### config.mk
export PLATFORM = sky130hd
export DESIGN_NAME = regfile_writeback_buffer
export DESIGN_NICKNAME = d
export VERILOG_FILES = /design/src/rtl/regfile_writeback_buffer.sv
export SDC_FILE = /design/constraint.sdc
export NUM_CORES = 1
export LEC_CHECK = 0
export BUFFER_PORTS_ARGS = -buffer_cell sky130_fd_sc_hd__buf_2
export CAP_MARGIN = 40
export CORE_ASPECT_RATIO = 1.4
export CORE_UTILIZATION = 39
export CTS_CLUSTER_DIAMETER = 150
export DETAILED_ROUTE_END_ITERATION = 12
export PLACE_DENSITY = 0.58
export REMOVE_ABC_BUFFERS = 1
export SYNTH_ARGS = -nofsm -noshare
export SYNTH_HDL_FRONTEND = slang
export SYNTH_SLANG_ARGS = --single-unit
### constraint.sdc
create_clock -name clk -period 8.4 [get_ports clk]
set_input_delay 1.68 -clock clk [delete_from_list [all_inputs] [get_ports clk]]
set_output_delay 1.68 -clock clk [all_outputs]
set_load 0.05 [all_outputs]
### src/rtl/regfile_writeback_buffer.sv
`default_nettype none
// ============================================================================
// Module      : regfile_writeback_buffer
// Description : Write-back FIFO in front of the 32-entry register file write
//               port. It drains one entry per cycle and forwards pending values
//               to read ports A and B.
// Revision    : 1.0 - initial release
// ============================================================================
module regfile_writeback_buffer #(
    parameter int WORDSIZE = 64,
    parameter int DEPTH    = 4
) (
    input  logic                         clk,
    input  logic                         reset,
    input  logic                         in_valid,
    output logic                         in_ready,
    input  logic [4:0]                   in_addr,
    input  logic [WORDSIZE-1:0]          in_data,
    input  logic                         drain_hold,
    output logic                         write_en,
    output logic [4:0]                   write_addr,
    output logic [WORDSIZE-1:0]          write_data,
    input  logic [4:0]                   addr_a,
    input  logic [4:0]                   addr_b,
    output logic                         fwd_hit_a,
    output logic [WORDSIZE-1:0]          fwd_data_a,
    output logic                         fwd_hit_b,
    output logic [WORDSIZE-1:0]          fwd_data_b,
    output logic [$clog2(DEPTH+1)-1:0]   count,
    output logic                         empty,
    output logic                         full
);

    localparam int c_ptr_w = $clog2(DEPTH);
    localparam int c_cnt_w = $clog2(DEPTH+1);

    logic [4:0]          r_addr [DEPTH];
    logic [WORDSIZE-1:0] r_data [DEPTH];
    logic [DEPTH-1:0]    r_valid;
    logic [c_ptr_w-1:0]  r_head;
    logic [c_ptr_w-1:0]  r_tail;
    logic [c_cnt_w-1:0]  r_count;
    logic                r_wr_en;
    logic [4:0]          r_wr_addr;
    logic [WORDSIZE-1:0] r_wr_data;

    logic                w_full;
    logic                w_push;
    logic                w_pop;
    logic [c_ptr_w-1:0]  w_idx;
    logic                w_hit_a;
    logic                w_hit_b;
    logic [WORDSIZE-1:0] w_fwd_a;
    logic [WORDSIZE-1:0] w_fwd_b;

    assign w_full   = (r_count == c_cnt_w'(DEPTH));
    assign in_ready = !w_full;
    // x0 requests complete the handshake but never enter the FIFO.
    assign w_push   = in_valid && !w_full && (in_addr != 5'd0);
    assign w_pop    = (r_count != '0) && !drain_hold;

    always_ff @(posedge clk) begin
        if (w_push) begin
            r_addr[r_tail] <= in_addr;
            r_data[r_tail] <= in_data;
        end
    end

    always_ff @(posedge clk or negedge reset) begin
        if (!reset) begin
            r_valid   <= '0;
            r_head    <= '0;
            r_tail    <= '0;
            r_count   <= '0;
            r_wr_en   <= 1'b0;
            r_wr_addr <= '0;
            r_wr_data <= '0;
        end else begin
            if (w_push) begin
                r_valid[r_tail] <= 1'b1;
                r_tail          <= r_tail + c_ptr_w'(1);
            end
            if (w_pop) begin
                r_wr_en         <= 1'b1;
                r_wr_addr       <= r_addr[r_head];
                r_wr_data       <= r_data[r_head];
                r_valid[r_head] <= 1'b0;
                r_head          <= r_head + c_ptr_w'(1);
            end else begin
                r_wr_en <= 1'b0;
            end
            case ({w_push, w_pop})
                2'b10:   r_count <= r_count + c_cnt_w'(1);
                2'b01:   r_count <= r_count - c_cnt_w'(1);
                default: r_count <= r_count;
            endcase
        end
    end

    // Walk from oldest (output register) to youngest (tail-1); later matches win.
    always_comb begin
        w_hit_a = 1'b0;
        w_hit_b = 1'b0;
        w_fwd_a = '0;
        w_fwd_b = '0;
        w_idx   = '0;
        if (r_wr_en && (r_wr_addr == addr_a) && (addr_a != 5'd0)) begin
            w_hit_a = 1'b1;
            w_fwd_a = r_wr_data;
        end
        if (r_wr_en && (r_wr_addr == addr_b) && (addr_b != 5'd0)) begin
            w_hit_b = 1'b1;
            w_fwd_b = r_wr_data;
        end
        for (int i = 0; i < DEPTH; i++) begin
            w_idx = r_head + c_ptr_w'(i);
            if (r_valid[w_idx] && (r_addr[w_idx] == addr_a) && (addr_a != 5'd0)) begin
                w_hit_a = 1'b1;
                w_fwd_a = r_data[w_idx];
            end
            if (r_valid[w_idx] && (r_addr[w_idx] == addr_b) && (addr_b != 5'd0)) begin
                w_hit_b = 1'b1;
                w_fwd_b = r_data[w_idx];
            end
        end
    end

    assign write_en   = r_wr_en;
    assign write_addr = r_wr_addr;
    assign write_data = r_wr_data;
    assign fwd_hit_a  = w_hit_a;
    assign fwd_data_a = w_fwd_a;
    assign fwd_hit_b  = w_hit_b;
    assign fwd_data_b = w_fwd_b;
    assign count      = r_count;
    assign empty      = (r_count == '0);
    assign full       = w_full;

endmodule
`default_nettype wire

==> results.md <==
* Worst path max stage delay at 0.78 ns
* Layout cells sized above 1 at 0.381
* Final Hold Fails at 0
* Post-synth top area share at 0.335
* Mean Syn Cell Area at 13.4 um2
* Global route total overflow at 0
* Multi-input gate area at 13500 um2
* Max-cap check violation count at 0
* Vias in the first global route at 20200
* Seq/Total Area, Yosys at 0.417
* Crit. End Element: primary output
* Min Clock Period, post-route at 7.55 ns
* Final wirelength at 87.6 mm
* Worst-margin pin slew at 0.917 ns
* CTS root buf: clkbuf_16
* DIE WIDTH at 215 um
* Post-synth ARST share at 0.227
* Static Leak at 0.00973 uW
* WP data arrival at 5.87 ns
* Number of buffers created by CTS at 42
* Critical path required time at 6.72 ns
* Relative slew slack at 0.389
* Hold WC Path Type: reg -> reg
* Main area contributors after synthesis: edfxtp_1 (33%), mux4_2 (25%), dfrtp_1 (8.2%)
* Die span in y at 300 um
* Crit Path Max Fanout at 35
* Post-DR vias/cell at 6.82
* Delay-heaviest family, CP: simple AND/OR/NAND/NOR gates
* H-Tree Depth at 2
* Setup violators final at 0
* Hold depth at 1
* Initial Utilization at 0.397
* Area grow syn2layout at 14.8%
* Levels on crit path at 10
* DRT iter0 DRCs at 2150
* Outcome: finished clean
* Placer Congestion at 0.856
* Mapped Cells at 1848
* Reg clk slew, reported paths at 0.06 ns
* Ys flop type: edfxtp_1
* Maximum clock rate at 0.132 GHz
* WL/cell at 30.4 um
* Clock sinks at 357
* Power Density at 452 nW/um2
* Post-route cell area at 28400 um2
* Layout Nets at 2109
* Synth Cell Area at 24800 um2
* Vias at 19700
* DP Wirelength at 51.8 mm
* GRT Util Overall at 0.266
* Post CTS Setup Buffer Count at 0
* Post-Route Skew at 0.0142 ns
* Slew Viols, Final at 0
* PostCTS Resize Cnt at 0
* First-pass GRT wire length at 128 mm
* Tcrit/Tclk final at 0.899
* Max IR drop VDD at 0.000308 V
* Post-synth EDFFs at 276
* Largest net degree at the start of global routing at 129
* CP max-delay cell: ha_4
* Layout Utilization at 0.455
* Area of the core at 62400 um2
* RSZ-0062 raised after global routing: no
* Startpoint Class: flip-flop
* DRT Pass-1 Iters at 6
* Seq. cell area at 10300 um2
* Clock Tree Buf Depth at 3
* Latest clock arrival within the worst-skew pair at 0.56 ns
* Routed Antenna Nets at 0
* Top Ports at 289
* Area after DPL at 27000 um2
* Buffers and inverters on the worst path at 3
* Crit-path cells: inv_1, ha_4, mux4_2, xor2_1, nor4_1, and2_4, buf_12, a221oi_1, o211ai_1, buf_2
* R2R cell count at 4
* Port bufs at 288
* YS warnings at 0
* Setup Crit Path Kind: reg -> out
* Count of different cell masters after synthesis at 51
* Most area-hungry cell type in the Yosys netlist: edfxtp_1
* CTS Hold Buffers Added at 0
* Yosys reg bits at 357
* Initial antenna violation count at 12
* Layout fillers at 5580
* Drt drc at 0
* TritonCTS clock tree: yes
* Total die area at 64500 um2
* Row count at 108
[report_power, final]
group | internal, uW | switching, uW
logic | 2990 | 5050
clock network | 1140 | 779
registers | 2420 | 471
[per-stage QoR]
| stage | std cells | hold WS [ns] | TNS, ns | setup slack (ns) | total power (uW) |
|---|---|---|---|---|---|
| after floorplan | 1633 | 0.549 | -2067.89 | -15.39 | 9460 |
| after global placement | 2786 | 0.516 | 0 | 1.41 | 10700 |
| after detailed placement | 2797 | 0.517 | 0 | 1.42 | 10900 |
| after CTS | 2874 | 0.529 | 0 | 0.778 | 12900 |
| after global routing | 2881 | 0.558 | 0 | 0.650 | 13400 |
| final | 2883 | 0.528 | 0 | 0.848 | 12800 |
[per-layer routing]
metal | GRT usage | share of wire | routed length (um) | up-vias
met5 | 0 | 0.00052 | 46 | -
met4 | 0.132 | 0.041 | 3610 | 8
met3 | 0.0574 | 0.091 | 7980 | 277
met2 | 0.460 | 0.51 | 44400 | 1205
met1 | 0.312 | 0.36 | 31600 | 10100
li1 | - | - | - | 8033
[logic make-up after synthesis]
family	Yosys count	synth area share
XOR/XNOR	54	0.0194
AND/OR/NAND/NOR	428	0.0918
adder cells (fa/ha/maj)	10	0.00536
flip-flops	357	0.417
multiplexers	438	0.320
AO/OA/AOI/OAI	329	0.103
buffers and inverters	232	0.0439
[final cells by class]
class,count,share of cell area
Tap cell,825,0.0363
Inverter,17,0.00225
Clock inverter,26,0.0108
Timing Repair Buffer,339,0.0733
Multi-Input combinational cell,1259,0.474
Clock buffer,51,0.0393
Sequential cell,357,0.363
Antenna cell,9,0.000793
[Yosys cell counts, types with 26 or more instances]
library cell / number
mux4_2: 276
nand2b_1: 53
o211ai_1: 104
and2_1: 70
a221oi_1: 65
a311oi_1: 64
clkbuf_1: 116
edfxtp_1: 276
nand3_1: 58
mux2_2: 74
xnor2_1: 26
mux2i_1: 88
o22ai_1: 65
nand4_1: 56
buf_2: 64
nor2_1: 135
dfrtp_1: 81
xor2_1: 27
[state kept, by name (all words and copies together), names as in the netlist]
| register | cells |
|---|---|
| r_valid | 4 |
| r_data | 256 |
| r_tail | 2 |
| write_addr | 5 |
| write_en | 1 |
| r_head | 2 |
| r_addr | 20 |
| write_data | 64 |
| count | 3 |
[cell usage in the layout, fill, tap and decap left out, types with 3 or more instances in the layout]
cell type and count:
clkinv_4 3, mux4_2 275, or2_4 3, and2_4 6, clkbuf_16 43, nand2_1 8, o31ai_1 12, o22ai_1 65
buf_16 4, mux2i_1 88, clkinv_2 5, nor3_1 23, edfxtp_1 276, a2bb2oi_1 6, a221oi_1 65, o211ai_1 104
xor2_1 27, nor2_4 3, nand4_1 56, bufinv_16 6, o21ai_0 8, and2_1 64, nand2b_1 53, inv_1 17
a311oi_1 64, buf_12 14, ha_1 8, xnor2_1 26, dfrtp_1 79, buf_2 287, mux2_2 74, diode_2 9
inv_6 4, clkbuf_1 7, clkinv_1 6, nand3_1 58, nor2_1 132, buf_4 34, nor4_1 3
[worst paths after layout]
kind	startpoint	to	slack (ns)
max	r_head[0]	fwd_data_a[23]	0.85
min	count[2]	count[2]	0.53
max reg2reg	r_head[0]	write_data[38]	5.22
min reg2reg	count[2]	count[2]	0.53
max in group asynchronous	reset	r_head[1]	5.96
min in group asynchronous	reset	write_data[25]	1.06
No activity file was read; power rests on OpenSTA's default activity.
